**config.mk**
```make
export PLATFORM = sky130hd
export DESIGN_NAME = mem_bus_arbiter
export DESIGN_NICKNAME = d
export VERILOG_FILES = /design/src/rtl/mem_bus_arbiter_pkg.sv /design/src/rtl/mem_bus_arbiter_rr_arbiter2.sv /design/src/rtl/mem_bus_arbiter.sv
export SDC_FILE = /design/constraint.sdc
export NUM_CORES = 1
export LEC_CHECK = 0
export CAP_MARGIN = 20
export CORE_ASPECT_RATIO = 0.75
export CORE_MARGIN = 2
export CORE_UTILIZATION = 41
export DETAILED_ROUTE_END_ITERATION = 8
export MAX_ROUTING_LAYER = met4
export PLACE_DENSITY = 0.81
export SYNTH_ARGS = -nofsm -noshare
export SYNTH_HDL_FRONTEND = slang
export SYNTH_SLANG_ARGS = --single-unit
export TNS_END_PERCENT = 1
```
**constraint.sdc**
```tcl
create_clock -name clk -period 1.9 [get_ports clk]
set_input_delay 0.475 -clock clk [delete_from_list [all_inputs] [get_ports clk]]
set_output_delay 0.475 -clock clk [all_outputs]
set_load 0.03 [all_outputs]
```
**src/rtl/mem_bus_arbiter_pkg.sv**
```systemverilog
// Shared types for the CPU / debug-monitor data bus arbiter.
// Holds the FSM state encoding, requester ids and the round-robin pick rule.
package mem_bus_arbiter_pkg;

   typedef enum logic [1:0] {
      ST_IDLE  = 2'd0,
      ST_GRANT = 2'd1,
      ST_WAIT  = 2'd2,
      ST_ACK   = 2'd3
   } bus_state_t;

   typedef enum logic {
      ID_CPU = 1'b0,
      ID_MON = 1'b1
   } req_id_t;

   localparam int CNT_W = 3;

   // On a tie the requester that was not served last wins.
   function automatic req_id_t rr_pick(input logic [1:0] req, input req_id_t last_grant);
      req_id_t pick;
      pick = ID_CPU;
      case (req)
         2'b10:   pick = ID_MON;
         2'b11:   pick = (last_grant == ID_CPU) ? ID_MON : ID_CPU;
         default: pick = ID_CPU;
      endcase
      return pick;
   endfunction

endpackage

```
**src/rtl/mem_bus_arbiter_rr_arbiter2.sv**
```systemverilog
// Two-way round-robin picker: combinational winner, registered last-grant history.
module mem_bus_arbiter_rr_arbiter2
   import mem_bus_arbiter_pkg::*;
(
   input  logic       clk,
   input  logic       reset,
   input  logic [1:0] req,
   input  logic       update,
   output logic       any_req,
   output req_id_t    gnt_id
);

   req_id_t last_grant;

   assign any_req = |req;
   assign gnt_id  = rr_pick(req, last_grant);

   // History starts at MON so the very first tie goes to the CPU.
   always_ff @(posedge clk) begin
      if (reset) begin
         last_grant <= ID_MON;
      end else if (update && any_req) begin
         last_grant <= gnt_id;
      end
   end

endmodule

```
**src/rtl/mem_bus_arbiter.sv**
```systemverilog
// Shares the data-memory/IO bus between the CPU and the debug monitor, one
// req/ack transaction at a time, with a fixed read latency counted in WAIT.
module mem_bus_arbiter
   import mem_bus_arbiter_pkg::*;
#(
   parameter int ADDR_W   = 32,
   parameter int DATA_W   = 32,
   parameter int READ_LAT = 1
)
(
   input  logic              clk,
   input  logic              reset,
   input  logic              cpu_req,
   input  logic              cpu_we,
   input  logic [ADDR_W-1:0] cpu_addr,
   input  logic [DATA_W-1:0] cpu_wd,
   output logic              cpu_ack,
   output logic [DATA_W-1:0] cpu_rd,
   input  logic              mon_req,
   input  logic              mon_we,
   input  logic [ADDR_W-1:0] mon_addr,
   input  logic [DATA_W-1:0] mon_wd,
   output logic              mon_ack,
   output logic [DATA_W-1:0] mon_rd,
   output logic              bus_we,
   output logic [ADDR_W-1:0] bus_addr,
   output logic [DATA_W-1:0] bus_wd,
   input  logic [DATA_W-1:0] bus_rd,
   output logic              busy
);

   localparam logic [CNT_W-1:0] LAT = CNT_W'(READ_LAT);

   bus_state_t        state;
   req_id_t           gnt_id;
   req_id_t           txn_id;
   logic              txn_we;
   logic [CNT_W-1:0]  lat_cnt;
   logic              any_req;
   logic              arb_update;
   logic              complete;
   logic              win_we;
   logic [ADDR_W-1:0] win_addr;
   logic [DATA_W-1:0] win_wd;

   mem_bus_arbiter_rr_arbiter2 u_rr (
      .clk     (clk),
      .reset   (reset),
      .req     ({mon_req, cpu_req}),
      .update  (arb_update),
      .any_req (any_req),
      .gnt_id  (gnt_id)
   );

   assign arb_update = (state == ST_IDLE) && any_req;
   assign busy       = (state != ST_IDLE);

   // The transaction finishes on the edge that moves the FSM into ACK.
   assign complete = ((state == ST_GRANT) && (txn_we || (LAT == '0))) ||
                     ((state == ST_WAIT)  && (lat_cnt == CNT_W'(1)));

   always_comb begin
      win_we   = cpu_we;
      win_addr = cpu_addr;
      win_wd   = cpu_wd;
      if (gnt_id == ID_MON) begin
         win_we   = mon_we;
         win_addr = mon_addr;
         win_wd   = mon_wd;
      end
   end

   // Bus outputs are registered so they follow the state they belong to exactly;
   // read data is captured straight into the winner's rd register on completion.
   always_ff @(posedge clk) begin
      if (reset) begin
         state    <= ST_IDLE;
         txn_id   <= ID_CPU;
         txn_we   <= 1'b0;
         lat_cnt  <= '0;
         bus_we   <= 1'b0;
         bus_addr <= '0;
         bus_wd   <= '0;
         cpu_ack  <= 1'b0;
         mon_ack  <= 1'b0;
         cpu_rd   <= '0;
         mon_rd   <= '0;
      end else begin
         bus_we  <= 1'b0;
         cpu_ack <= 1'b0;
         mon_ack <= 1'b0;

         unique case (state)
            ST_IDLE: begin
               if (any_req) begin
                  txn_id   <= gnt_id;
                  txn_we   <= win_we;
                  bus_we   <= win_we;
                  bus_addr <= win_addr;
                  bus_wd   <= win_wd;
                  state    <= ST_GRANT;
               end
            end
            ST_GRANT: begin
               if (txn_we || (LAT == '0)) begin
                  state <= ST_ACK;
               end else begin
                  lat_cnt <= LAT;
                  state   <= ST_WAIT;
               end
            end
            ST_WAIT: begin
               lat_cnt <= lat_cnt - 1'b1;
               if (lat_cnt == CNT_W'(1)) begin
                  state <= ST_ACK;
               end
            end
            ST_ACK: begin
               state <= ST_IDLE;
            end
         endcase

         if (complete) begin
            bus_addr <= '0;
            bus_wd   <= '0;
            if (txn_id == ID_CPU) begin
               cpu_ack <= 1'b1;
               if (!txn_we) begin
                  cpu_rd <= bus_rd;
               end
            end else begin
               mon_ack <= 1'b1;
               if (!txn_we) begin
                  mon_rd <= bus_rd;
               end
            end
         end
      end
   end

endmodule

```
* After elaboration in Yosys (flattened, before gate mapping)
Cells that the tools add are included.
Widths: inputs -> output; s select.
** Storage, ports and cells
- Bits in registers :: 139
- Bits of input ports :: 166
- Output and inout bits :: 132
- Word-level logic and storage cells :: 57
** Cells by class
- $add $sub $neg :: 1
- Eq/ne operators :: 9
- Muxes and demuxes :: 13
- Bitwise operators :: 5
- Reduce and logical (&&, ||, !) cells :: 17
** Operators with widths (number)
- $mux 32 :: 2
- $eq 2x2->1 const B :: 4
- $pmux 2 s4 :: 1
- $pmux 3 s2 :: 1
- $reduce_and 2->1 :: 3
- $reduce_and 3->1 :: 2
- $reduce_or 2->1 :: 3
- $mux 1 :: 5
- $not 1->1 :: 5
- $logic_and 1x1->1 :: 4
- $mux 2 :: 2
- $ne 2x2->1 const B :: 2
- $reduce_bool 2->1 :: 2
- $eq 3x1->1 const B :: 1
- $mux 3 :: 1
- $reduce_or 3->1 :: 1
- $sub 3x1->3 const B :: 1
- $eq 2x1->1 const B :: 1
- $logic_not 2->1 :: 1
- $ne 2x1->1 const B :: 1
- $pmux 1 s2 :: 1
- $logic_or 1x1->1 :: 1

* Logic depth before layout (Yosys ltp)
- Depth in word-level cells :: 5
- Mapped depth :: 8
- Mapped depth without buffers :: 5

* Hierarchy
A second synthesis with hierarchy kept.
** Second synthesis, totals
- Cells, all modules :: 598
- Area, all modules :: 6012.0 µm²
** Modules (own cells, without submodules)
- mem_bus_arbiter :: instances 1, cells an instance 592, area an instance 5955.7 µm², sequential area each 2762.6 µm²
- mem_bus_arbiter_rr_arbiter2 :: instances 1, cells an instance 6, area an instance 56.3 µm², sequential area each 20.0 µm²

* Worst setup path after synthesis
Ideal clock, no wire load.
- Path kind :: reg-to-reg
- Start :: register state[0]
- End :: register mon_rd[14]
- Library setup time :: 119 ps
- Arrival :: 1498 ps
- Required time :: 1781 ps
- Slack :: 283 ps
- Stages on the path, launching flop included :: 9
- Path buffers :: 3
- Period minus slack after synthesis :: 1617 ps
- Cells stage by stage :: dfxtp_1 > inv_1 > ha_1 > buf_6 > nand3b_4 > or3_1 > buf_6 > buf_12 > mux2i_1
** On the way
- Longest elaborated chain between the ends :: 4
- Elaborated cells on any way between the ends :: 6
- Classes of those cells :: 2 x eq/ne; 4 x reduce/logical
** RTL lines
- from (decl) :: RTL line mem_bus_arbiter.sv:34 : bus_state_t state;
- from (signal assigned) :: RTL line mem_bus_arbiter.sv:77 : state <= ST_IDLE;
- from (signal assigned) :: RTL line mem_bus_arbiter.sv:101 : state <= ST_GRANT;
- from (signal assigned) :: RTL line mem_bus_arbiter.sv:106 : state <= ST_ACK;
- $eq 2x1->1 or $eq 2x2->1 (tied branches) :: RTL line mem_bus_arbiter.sv:59, mem_bus_arbiter.sv:60
- $logic_and 1x1->1, on equally long branches :: RTL line mem_bus_arbiter.sv:59, mem_bus_arbiter.sv:60
- $logic_or 1x1->1 (*) :: RTL line mem_bus_arbiter.sv:59 : assign complete = ((state == ST_GRANT) && (txn_we || (LAT == '0))) ||
- $reduce_and 3->1 (no line) (*)
- to (signal assigned) :: RTL line mem_bus_arbiter.sv:134 : mon_rd <= bus_rd;
- to (decl) :: RTL line mem_bus_arbiter.sv:24 : output logic [DATA_W-1:0] mon_rd,
Every way passes the cells marked *; elsewhere a longest branch is shown, timed or not.
A chain may end at the register's enable or synchronous reset.

* Final worst setup path
- Start :: register state[1]
- End :: output busy
** On the way
- Longest elaborated chain between the ends :: 1
** RTL lines
- $reduce_bool 2->1 :: RTL line mem_bus_arbiter.sv:56 : assign busy = (state != ST_IDLE);
- to (decl) :: RTL line mem_bus_arbiter.sv:29 : output logic busy
No other way between the ends.

==> flow_summary.yaml <==
logic_synthesis:
  synth_edf_count: 0
  synth_ff_type: "dfxtp_1"
  synth_top_area_share_pct: 45.6
  synth_area_leaders: "dfxtp_1 46%, mux2i_1 11%, a211oi_1 8.4%, nand2b_1 7.1%, a21oi_1 5.5%"
  ys_seq_area_share_pct: 45.6
  ys_seq_elements: 139
  synth_area_um2: 6110
  netlist.top_cell.by_area: "dfxtp_1"
  async_reset_ff_share_pct: 0
  yosysUniqueCellTypes: 37
  synth-simple-area-share_pct: 21.6
  synth_warnings: 0
  synth_nets: 839
  synth-compound-area-share_pct: 15.5
  synth_area_per_cell_um2: 9.14
  synth_top_family_by_area: "simple AND/OR/NAND/NOR gates"
  syn_inst: 668
  synth-xor-area-share_pct: 0
  synth_mux_area_share_pct: 10.8
  synthAdderAreaFrac_pct: 1.02
clocking:
  cts_buffers: 17
  clock_path_buffers: 2
  post-cts-setup-buffers: 0
  clk_pin_slew_worst_paths_ns: 0.06
  tritoncts: "built"
  cts.sinks: 139
  htreeDepth: 4
  root_buffer: "clkbuf_16"
  worstSkewPairLatency_ns: 0.41
timing:
  period_minus_slack_ns: 1.81
  worst_pin_slew_ns: 0.352
  drv_slew: 0
  clock_skew_ns: 0.00984
  period_share_pct: 95.5
  slew_headroom_pct: 75.9
  hold_viol_final: 0
  setup_violations: 0
  grt_setup_unrepaired: "no"
  setup_ws_ns: 0.0861
  whs_ns: 0.470
  max_freq_ghz: 0.551
placement:
  place_inst: 1133
  numPortBuffers: 297
  preCtsSetupSlack_ns: -0.108
  gp_routability_congestion: 0.797
  dp_hpwl_mm: 13.8
floorplan:
  coreArea_um2: 14500
  initial_core_util_pct: 42.1
  die_area_um2: 15900
  ios: 298
  num_rows: 38
  die_w_um: 145
  die_h_um: 110
finish:
  area_growth_syn_to_layout_pct: 61.4
  nets: 1123
  diodes: 0
  fill_cells: 1190
  fin_cells: 1164
  drive_gt1_share_pct: 10.8
drt:
  dr.pass1.iters: 4
  vias_per_cell: 4.94
  wl_per_cell_um: 16.2
  ant_nets: 0
  routed_wl_mm: 18.9
  drc: 0
  drt-initial-drc-count: 400
  vias: 5749
worst_hold_path:
  hp-start: "cpu_rd[20]$_SDFFE_PP0P_"
  hold_path_class: "flip-flop to flip-flop"
  hold_depth: 2
  hold_path_end: "cpu_rd[20]$_SDFFE_PP0P_"
critical_path:
  cp.required_ns: 1.42
  crit_family: "buffers and inverters"
  cp-start-kind: "flip-flop"
  rr_worst_depth: 5
  criticalPathCategory: "flip-flop to primary output"
  worst_path_max_delay_cell: "dfxtp_2"
  ff2ff_setup_slack_ns: 0.21
  cp-end-kind: "primary output"
  critPathBufInv: 4
  slowest_delay_ns: 0.36
  worstPathMaxFanout: 6
  r2r_end: "cpu_rd[4]$_SDFFE_PP0P_"
  arrival_ns: 1.34
  timing.rr.start: "state[0]$_SDFFE_PP0P_"
  cp_cell_sequence: "inv_2, ha_4, buf_4, inv_1, buf_6"
power_and_ir_drop:
  sequentialPowerShare_pct: 31.5
  p_per_area_nw_per_um2: 1260
  comb_power_share_pct: 40.7
  p_sw_mw: 4.68
  leakage_nw: 4.62
  p_sw_share_pct: 37.7
  power_frac_clock_pct: 27.8
  ir_drop_mv: 0.838
  internal_power_mw: 7.74
global_route:
  gr-total-overflow: 0
  grt_start_max_net_pins: 97
  antenna_found_initial: 0
  first_global_vias: 5574
  grt_util_all_layers_pct: 24.0
  grt_pass1_wl_mm: 29.3
job:
  maxCapViolations: 0
outcome:
  status: "complete, no violations"
[flip-flops by register name, indices dropped and copies added, names as in the netlist]
name / cells
state: 2
bus_wd: 32
cpu_rd: 32
bus_we: 1
cpu_ack: 1
u_rr.last_grant: 1
mon_rd: 32
txn_we: 1
txn_id: 1
lat_cnt: 3
mon_ack: 1
bus_addr: 32
[worst min-delay path, cell delays in order (launching register included)]
cell	delay [ns]
dfxtp_1	0.31
nand2b_1	0.06
mux2i_1	0.05
[cell usage after synthesis, types with 3 or more instances]
master and instances:
o21ai_0 3, mux2i_1 66, ha_1 5, nand2_1 65, a21oi_1 67, or2b_2 31
nor2b_1 3, a211oi_1 68, dfxtp_1 139, inv_1 5, buf_2 23, buf_4 5
nor2_1 69, clkbuf_1 22, nand2b_1 69, buf_6 3
[cells by family after synthesis]
group / Yosys count
mux: 66
flops: 139
simple gates: 247
buf+inv: 62
fa+ha+maj: 5
compound gates: 149
[cell type report]
type	count	area, µm²	area share, %
clock buffer	21	480	4.87
inverter	6	22.5	0.228
sequential	139	2790	28.3
tap	200	250	2.54
multi-input combinational	467	3030	30.7
clock inverter	10	140	1.42
timing repair buffer	321	3150	32.0
[cell usage in the layout, fill, tap and decap left out, types with 3 or more instances in the layout]
| master | instances |
|---|---|
| dlymetal6s2s_1 | 8 |
| or2b_2 | 31 |
| clkinvlp_4 | 3 |
| o21ai_0 | 3 |
| inv_2 | 3 |
| buf_12 | 11 |
| a21oi_1 | 67 |
| mux2i_1 | 66 |
| bufinv_16 | 3 |
| a211oi_1 | 68 |
| buf_4 | 13 |
| nand2b_1 | 69 |
| inv_1 | 3 |
| ha_1 | 4 |
| nor2b_1 | 3 |
| clkbuf_16 | 17 |
| nand2_1 | 65 |
| clkbuf_8 | 4 |
| clkdlybuf4s50_1 | 164 |
| nor2_1 | 69 |
| dfxtp_1 | 137 |
| dlygate4sd2_1 | 123 |
[worst max-delay path by stage]
stage,start,endpoint,depth (start not counted)
finish,state[1]$_SDFFE_PP0P_,busy,5
global route,state[1]$_SDFFE_PP0P_,busy,5
CTS,cpu_rd[6]$_SDFFE_PP0P_,cpu_rd[6],1
detailed placement,cpu_req,bus_addr[18]$_SDFFE_PP0P_,6
global placement,cpu_req,bus_addr[18]$_SDFFE_PP0P_,6
floorplan,state[0]$_SDFFE_PP0P_,mon_rd[14]$_SDFFE_PP0P_,8
[routing by layer]
metal,global-route usage (%),up-vias,wire [µm]
met5,-,-,0
met4,10.3,0,605
met3,5.77,40,1000
met2,37.9,169,9010
met1,29.7,2691,8240
li1,-,2849,-
[power by group through the flow]
stage | sequential [mW] | clock, mW | combinational, mW
5_1_grt | 3.98 | 3.66 | 5.46
4_1_cts | 3.91 | 3.53 | 5.08
3_5_place_dp | 3.98 | 0 | 5.38
3_3_place_gp | 3.96 | 0 | 5.31
2_1_floorplan | 5.01 | 0 | 2.10
6_report | 3.91 | 3.46 | 5.06
[stage by stage]
| step | setup TNS (ns) | cell area (µm²) | utilization [%] | total power [mW] |
|---|---|---|---|---|
| CTS | 0 | 9830 | 67.8 | 12.5 |
| detailed placement | -1.14 | 9350 | 64.5 | 9.36 |
| global route | 0 | 9860 | 68.0 | 13.1 |
| finish | 0 | 9860 | 68.0 | 12.4 |
| global placement | -0.0237 | 9350 | 64.5 | 9.26 |
| floorplan | 0 | 6110 | - | 7.11 |
[what timing repair did]
item / CTS / global route
endpoints found under the setup margin: 124 / 9
resized for setup: 127 / 11
hold buffers: 0 / 0
(Power assumes the default switching activity.)
